$ cat config.mk
export PLATFORM = sky130hd
export DESIGN_NAME = npu_layer_dispatcher
export DESIGN_NICKNAME = d
export VERILOG_FILES = /design/src/rtl/npu_layer_dispatcher.sv
export SDC_FILE = /design/constraint.sdc
export NUM_CORES = 1
export LEC_CHECK = 0
export BUFFER_PORTS_ARGS = -buffer_cell sky130_fd_sc_hd__buf_2
export CAP_MARGIN = 40
export CORE_MARGIN = 1
export CORE_UTILIZATION = 30
export DETAILED_ROUTE_END_ITERATION = 6
export PLACE_DENSITY_LB_ADDON = 0.15
export SYNTH_ARGS = -nofsm -noshare
export SYNTH_HDL_FRONTEND = slang
export SYNTH_SLANG_ARGS = --single-unit
$ cat constraint.sdc
create_clock -name clk -period 16 [get_ports clk]
set_input_delay 2.4 -clock clk [delete_from_list [all_inputs] [get_ports clk]]
set_output_delay 2.4 -clock clk [all_outputs]
set_load 0.1 [all_outputs]
$ cat src/rtl/npu_layer_dispatcher.sv
// npu_layer_dispatcher: shortest-remaining-first task scheduler
// feeding the NPU one layer at a time from a small task table.
module npu_layer_dispatcher #(
  parameter int REQST_DEPTH    = 9,
  parameter int NUM_SLOTS      = 8,
  parameter int LAYER_BITWIDTH = 8,
  localparam int IW = $clog2(NUM_SLOTS)
) (
  input  logic                      clk,
  input  logic                      reset,
  input  logic                      req_vld,
  output logic                      req_rdy,
  input  logic [REQST_DEPTH-1:0]    req_task_id,
  input  logic [LAYER_BITWIDTH-1:0] req_num_layers,
  output logic [REQST_DEPTH-1:0]    sel_task,
  output logic                      start_comp_npu,
  input  logic                      compute_done_npu,
  output logic                      retire_vld,
  output logic [REQST_DEPTH-1:0]    retire_task_id,
  output logic                      err_zero_layer,
  output logic [IW:0]               occupancy,
  output logic                      busy
);

  typedef enum logic [2:0] {
    IDLE, SELECT, ISSUE, WAIT, UPDATE
  } state_t;

  state_t state, state_n;

  logic [NUM_SLOTS-1:0]      vld;
  logic [REQST_DEPTH-1:0]    tid [NUM_SLOTS];
  logic [LAYER_BITWIDTH-1:0] rem [NUM_SLOTS];

  logic [IW-1:0]             win_idx;
  logic [IW-1:0]             best_idx;
  logic [LAYER_BITWIDTH-1:0] best_rem;
  logic                      best_ok;
  logic [IW-1:0]             free_idx;
  logic                      accept;
  logic                      acc_write;
  logic                      upd_last;
  logic [NUM_SLOTS-1:0]      clr_mask;
  logic [NUM_SLOTS-1:0]      set_mask;
  logic [NUM_SLOTS-1:0]      vld_after;

  assign req_rdy        = ~&vld;
  assign accept         = req_vld && req_rdy;
  assign acc_write      = accept && (req_num_layers != '0);
  assign upd_last       = (state == UPDATE) &&
                          (rem[win_idx] == LAYER_BITWIDTH'(1));
  assign clr_mask       = upd_last ?
                          (NUM_SLOTS'(1) << win_idx) : '0;
  assign set_mask       = acc_write ?
                          (NUM_SLOTS'(1) << free_idx) : '0;
  assign vld_after      = (vld & ~clr_mask) | set_mask;
  assign start_comp_npu = (state == ISSUE);
  assign busy           = (state != IDLE);

  // Lowest-index free slot for the next accepted request.
  always_comb begin
    free_idx = '0;
    for (int i = NUM_SLOTS - 1; i >= 0; i--) begin
      if (!vld[i]) free_idx = IW'(i);
    end
  end

  // Valid slot with fewest remaining layers; ties keep the lower index.
  always_comb begin
    best_idx = '0;
    best_rem = '0;
    best_ok  = 1'b0;
    for (int i = 0; i < NUM_SLOTS; i++) begin
      if (vld[i] && (!best_ok || rem[i] < best_rem)) begin
        best_idx = IW'(i);
        best_rem = rem[i];
        best_ok  = 1'b1;
      end
    end
  end

  // Number of occupied slots.
  always_comb begin
    occupancy = '0;
    for (int i = 0; i < NUM_SLOTS; i++) begin
      occupancy = occupancy + (IW+1)'(vld[i]);
    end
  end

  // Task table: fill on accept, count down and free on layer completion.
  always_ff @(posedge clk or negedge reset) begin
    if (!reset) begin
      vld <= '0;
      for (int i = 0; i < NUM_SLOTS; i++) begin
        tid[i] <= '0;
        rem[i] <= '0;
      end
    end else begin
      if (acc_write) begin
        vld[free_idx] <= 1'b1;
        tid[free_idx] <= req_task_id;
        rem[free_idx] <= req_num_layers;
      end
      if (state == UPDATE) begin
        rem[win_idx] <= rem[win_idx] - LAYER_BITWIDTH'(1);
        if (upd_last) vld[win_idx] <= 1'b0;
      end
    end
  end

  // FSM state register.
  always_ff @(posedge clk or negedge reset) begin
    if (!reset) state <= IDLE;
    else        state <= state_n;
  end

  // Next-state logic; UPDATE also sees requests landing this cycle.
  always_comb begin
    state_n = state;
    unique case (state)
      IDLE:    if (|vld) state_n = SELECT;
      SELECT:  state_n = ISSUE;
      ISSUE:   state_n = WAIT;
      WAIT:    if (compute_done_npu) state_n = UPDATE;
      UPDATE:  state_n = (|vld_after) ? SELECT : IDLE;
      default: state_n = IDLE;
    endcase
  end

  // Latch the winner at each layer boundary.
  always_ff @(posedge clk or negedge reset) begin
    if (!reset) begin
      win_idx  <= '0;
      sel_task <= '0;
    end else if (state == SELECT) begin
      win_idx  <= best_idx;
      sel_task <= tid[best_idx];
    end
  end

  // Retire and zero-layer error pulses.
  always_ff @(posedge clk or negedge reset) begin
    if (!reset) begin
      retire_vld     <= 1'b0;
      retire_task_id <= '0;
      err_zero_layer <= 1'b0;
    end else begin
      retire_vld     <= upd_last;
      err_zero_layer <= accept && (req_num_layers == '0);
      if (upd_last) retire_task_id <= tid[win_idx];
    end
  end

endmodule

== Word level (Yosys, flattened, before mapping) ==
Index checks and enable logic that the tools add are counted.

* Register bits: 170
* Bits of input ports: 21
* Word-level logic and storage cells: 165
* Latch bits: 0
* RAM bits: 0
* Output and inout port bits: 27
* Memories kept: 0
* Bits in read-only memories: 0

* Bitwise gates (word level): 9
* Reductions and logical operators: 38
* Eq/ne operators: 7
* Shift-type cells: 2
* Order comparisons: 16
* Add/sub/neg operators: 8
* Multipliers: 0
* Mux-type cells: 62
* Divide/modulo/power cells: 0

{| class="wikitable"
|+ Operators by type and width
! cell !! count
|-
| 64-bit bitwise mux || 2
|-
| 64-bit two-way mux || 2
|-
| 8-bit two-way mux || 16
|-
| 72-bit bitwise mux || 1
|-
| 8-bit less-than comparator || 7
|-
| 9-bit binary-select mux with 3-bit select || 2
|-
| 8-bit demux with 3-bit select || 2
|-
| 3-bit two-way mux || 16
|-
| 9-bit two-way mux || 5
|-
| 9-bit demux with 3-bit select || 1
|-
| 8-bit binary-select mux with 3-bit select || 1
|-
| 4-bit by 1-bit adder with 4-bit output || 4
|-
| 8-bit AND || 2
|-
| 8-bit NOT || 2
|-
| 8-bit bitwise OR || 2
|-
| 8-bit OR reduction || 2
|-
| 1-bit by 3-bit left shift with 8-bit output, first input constant || 2
|-
| 1-bit logical AND || 15
|-
| 3-bit case mux with 5 select lines || 1
|-
| 4-bit greater-or-equal comparator, second input constant || 3
|-
| 3-bit NOT with 4-bit output || 3
|-
| 1-bit two-way mux || 11
|-
| 8-bit by 1-bit == test with 1-bit output, second input constant || 1
|-
| 1-bit logical NOT || 8
|-
| 19 further kinds || 31
|}

== Longest topological paths before layout ==
* Depth after elaboration: 33
* Depth in mapped cells: 68
* Gate-level depth less buffers: 63

== Least setup slack after synthesis ==
OpenSTA, ideal clock, no wires.

* Path kind: reg2reg
* Start point: register vld[0]
* End point: register sel_task[4]
* Setup time: 0.123 ns
* Required time: 15.877 ns
* Data arrival time: 12.777 ns
* Clock period less this slack: 12.901 ns
* Buffers on the path: 6
* Slack: 3.099 ns
* Stages on the path, launching flop included: 65
* Cell sequence: dfrtp_1 -> clkbuf_1 -> nand2_1 -> ha_1 -> a211o_1 -> o211ai_2 -> o2111a_2 -> clkbuf_1 -> o21ai_0 -> o31ai_1 -> inv_1 -> ha_1 -> a211oi_1 -> nand2_1 -> nor3_1 -> a21oi_1 -> a21oi_1 -> mux2_2 -> [... 29 more ...] -> nor3b_1 -> a21oi_2 -> clkbuf_1 -> nand2_1 -> o21ai_0 -> ha_1 -> nand4_1 -> nor3b_1 -> nand2_1 -> a211oi_1 -> a21oi_1 -> o32a_1 -> o21ba_2 -> buf_4 -> buf_6 -> mux2i_1 -> a22oi_1 -> o221a_2

* Word-level cells in the longest chain between the ends: 33
* Elaborated cells on any way between the ends: 53
* Those cells by class: order compare: 7; mux: 24; bitwise: 1; reduce/logical: 21

{| class="wikitable"
|+ Ends and longest elaborated chain
! element !! RTL line !! text
|-
| start, declared || 31 || <nowiki>logic [NUM_SLOTS-1:0] vld;</nowiki>
|-
| start signal, assigned || 93 || <nowiki>vld <= '0;</nowiki>
|-
| start signal, assigned by index || 100 || <nowiki>vld[free_idx] <= 1'b1;</nowiki>
|-
| start signal, assigned by index || 106 || <nowiki>if (upd_last) vld[win_idx] <= 1'b0;</nowiki>
|-
| 8-bit two-way mux / 1-bit two-way mux (equally long branches) || 74 || <nowiki>if (vld[i] && (!best_ok || rem[i] < best_rem)) begin</nowiki>
|-
| 8-bit less-than comparator / 1-bit logical NOT (equally long branches) || 74 ||
|-
| 1-bit logical OR || 74 ||
|-
| 1-bit logical AND || 74 ||
|-
| 8-bit two-way mux / 1-bit two-way mux (equally long branches) || 74 ||
|-
| 8-bit less-than comparator / 1-bit logical NOT (equally long branches) || 74 ||
|-
| 1-bit logical OR || 74 ||
|-
| 1-bit logical AND || 74 ||
|-
| [... 16 more ...] || - ||
|-
| 8-bit two-way mux / 1-bit two-way mux (equally long branches) || 74 ||
|-
| 8-bit less-than comparator / 1-bit logical NOT (equally long branches) || 74 ||
|-
| 1-bit logical OR || 74 ||
|-
| 1-bit logical AND || 74 ||
|-
| 3-bit two-way mux * || 74 ||
|-
| 3-bit NOT with 4-bit output (not written as such) * || 137 || <nowiki>sel_task <= tid[best_idx];</nowiki>
|-
| 9-bit binary-select mux with 3-bit select * || 137 ||
|-
| 9-bit two-way mux (not written as such) * (2 in series) || 137 ||
|-
| end signal, assigned || 137 ||
|-
| end, declared || 15 || <nowiki>output logic [REQST_DEPTH-1:0] sel_task,</nowiki>
|}

Every way passes the cells marked *; elsewhere a longest branch is shown, timed or not. The select of a mux whose other input is x is not followed.
A chain may end at the register's enable or synchronous reset.

== Worst setup path after layout ==
* Start point: register vld[0]
* End point: register sel_task[3]

Same word-level chain as after synthesis.

==> results.txt <==
The share of synthesized flip-flops with an asynchronous set or reset came out at 100%. Across all register-to-register paths, the minimum setup slack is 1500 ps. The required time reported for the critical path endpoint is 16340 ps. The count of final max-slew check failures is 0.

The most common cell in the synthesized netlist is dfrtp_1. The number of warnings printed during yosys synthesis is 0. Yosys attributes the largest share of cell area to dfrtp_1, mux2_2, mux2i_1.

Buffers inserted to repair hold after CTS numbered 0. The final net count came out at 1194. STA classifies the critical path startpoint as a flop. The quantity of gates resized following cts is 0.

The share of the Yosys chip area taken by registers is 37.8%. The area of the core region came out at 36800 um2. The area share of the largest cell type after synthesis is 37.8%. In the final layout, the share of cells above drive strength 1 is 27.5%. The number of setup buffers added after CTS is 0. The number of vias in the routed layout came out at 8418. The run finished with clean final reports. The post-detailed-route via-to-cell ratio came out at 5.28. The overall track demand over capacity in global routing came out at 18.8%. The count of input and output buffers came out at 47.

In this run, CTS created clock tree buffers numbering 17. Setup violations remaining at the end of the flow were counted as 0. Setup repair after global routing left no endpoint under its margin. The HPWL after detailed placement came out at 24.6 mm. In this run the mean area of a mapped cell was 10.5 um2.

Summed over all failing endpoints, the final setup total negative slack is 0 ps. The via count of the first global-routing pass came out at around 8600. The multi-input combinational cells in the finished layout cover a total of 6630 um2.

The area enclosed by the die boundary is 38300 um2. The number of placed I/O pins is 48. In this run the most critical hold path is launched from retire_task_id[4]. The first global-routing pass estimated 53.6 mm of wire. The number of levels the H-tree was split into is 4. The post-synthesis cell count is 1072. The synthesized netlist occupies a cell area of 11200 um2. The clock-pin slew of the registers on the worst-case setup and hold paths is 70 ps.

At the placement stage, the worst setup path has a slack of ~1200 ps. Clock tree synthesis selected as its root buffer the cell clkbuf_16. The number of optimization iterations in the first detailed-route pass came out at 4. Of all cell types, the one taking the most synthesized area is dfrtp_1. The worst path needs 14500 ps of the cycle, external delays included. The most repeated library cell on the critical path is ha_1.

The starting utilization of the core area came out at 30.6%. In this run the worst setup path begins at vld[0]. TritonCTS built the clock tree.

In this run the remaining antenna-violating nets after routing total 0. The die is 196 um tall. For the pin with the worst max-slew slack, the measured transition is 888 ps.

The worst register-to-register path begins at vld[0]. The max-capacitance violation count is 0. In this run, synthesis produced a sequential element count of 170. On the worst path, the slowest cell contributes a delay of 700 ps. The final weighted congestion in routability-driven placement is 0.858. Yosys mapped a number of flops with a built-in enable equal to 0.

The worst-case clock skew is 10.5 ps. The clock net in this run drives a total of 170 sinks. The width of the die is between 150 and 200 um.

The maximum clock rate is 69.0 MHz. The worst setup path is captured at a flop. The data arrival time at the worst-slack endpoint is ~15000 ps. The synthesis-to-layout area growth is 13.5%. The post-route clock period utilization came out at 90.6%.

The least setup slack across all paths after layout came out at roughly 1500 ps. The violation count after the first detailed-routing iteration came out at 545. Counting every net in the synthesized netlist gives 1153. The worst-case headroom to the max-slew limit is 40.3%.

The end-of-flow core utilization is 34.7%. The slowest stage cell on the critical path is dfrtp_1. The number of filler cells placed in the layout is 3721.

At the later pin of the worst-skew pair, clock insertion delay measures 450 ps. Entering global routing, the biggest net connects 71 pins. Ranked by instance count, the synthesized netlist is headed by dfrtp_1, mux2_2, nand2_1. The sequential cell area is 4260 um2.

The maximum count of clock buffers along a single path is 2. The mean routed wirelength per cell is 21.5 um. The number of antenna violations at the first check in global routing came to 0.

In this run the core area contains 70 standard-cell rows. The worst hold path belongs to the class reg2reg. The total routed wirelength came out at 34.3 mm. The setup path with the least slack is of type reg2reg. The most used flip-flop cell after synthesis is dfrtp_1.

The synthesized netlist contains 72 unique library cells. The residual overflow from global routing is 0. The number of hold violations in the final report came out at 0. Of all nets on the critical path, the largest fanout is 18.

The DRC violations left is 0.
[path summary, 6_finish.rpt]
path / cells past startpoint / to
max: 61 / sel_task[3]
max in group asynchronous: 2 / win_idx[0]
min: 2 / retire_task_id[4]
min reg2reg: 2 / retire_task_id[4]
max reg2reg: 61 / sel_task[3]
min in group asynchronous: 1 / tid[20]
[through the flow]
| step | cell area [um2] | std cells | hold WS (ps) |
|---|---|---|---|
| 2_1_floorplan | 11200 | 1072 | 491 |
| 3_3_place_gp | 12000 | 1550 | 503 |
| 3_5_place_dp | 12200 | 1561 | 514 |
| 4_1_cts | 12700 | 1593 | 530 |
| 5_1_grt | 12800 | 1594 | 546 |
| 6_report | 12800 | 1595 | 522 |
[cell families after synthesis]
group | after synthesis | synth area share (%)
muxes | 254 | 28.0
DFF | 170 | 37.8
xor gates and xnor gates | 7 | 0.545
buffers and inverters | 100 | 3.64
adders and majority gates | 60 | 6.94
AOI/OAI and AO/OA | 227 | 12.9
and+or+nand+nor | 254 | 10.1
[flip-flops by register name, summed over array words and instances (netlist names)]
name / count
err_zero_layer: 1
rem: 64
retire_task_id: 9
retire_vld: 1
sel_task: 9
state: 3
tid: 72
vld: 8
win_idx: 3
[cells in the final DEF (no fill, tap or decap), types with 6 or more instances in the layout]
cell / n
a211o_1: 8
nand2_1: 110
mux4_2: 34
o21ai_0: 76
or2_2: 6
dfrtp_1: 168
mux2_2: 139
xnor2_1: 6
inv_1: 50
nor2b_1: 8
o21a_1: 6
nand4_1: 7
mux2i_1: 79
nor2_1: 70
o211a_1: 6
o31ai_1: 8
a211oi_1: 7
nand3_1: 13
buf_2: 46
ha_1: 56
clkbuf_16: 17
nor3_1: 11
a21oi_1: 65
buf_4: 17
[area by class of cell]
type | instances | share of cell area [%]
Timing Repair Buffer | 71 | 4.02
Inverter | 51 | 1.50
Antenna cell | 1 | 0.0196
Tap cell | 468 | 4.59
Multi-Input combinational cell | 802 | 51.9
Clock buffer | 20 | 3.58
Clock inverter | 12 | 1.00
Sequential cell | 170 | 33.4
[critical path, delay by kind of cell, from the launching register on]
family          cells  cell delay (ps)
mux                 4             1430
simple gates       14             2310
flops               1              700
buf+inv             5              550
compound gates     31             7350
fa+ha+maj           7             2010
[layer usage]
layer	global-route usage [%]	wire, um
met3	2.40	871
met4	5.05	585
met2	32.1	16800
met5	0	0
met1	24.8	16100
Power is not shown: default switching activity piles up to over one toggle a cycle in this logic, so the estimate is an artifact.
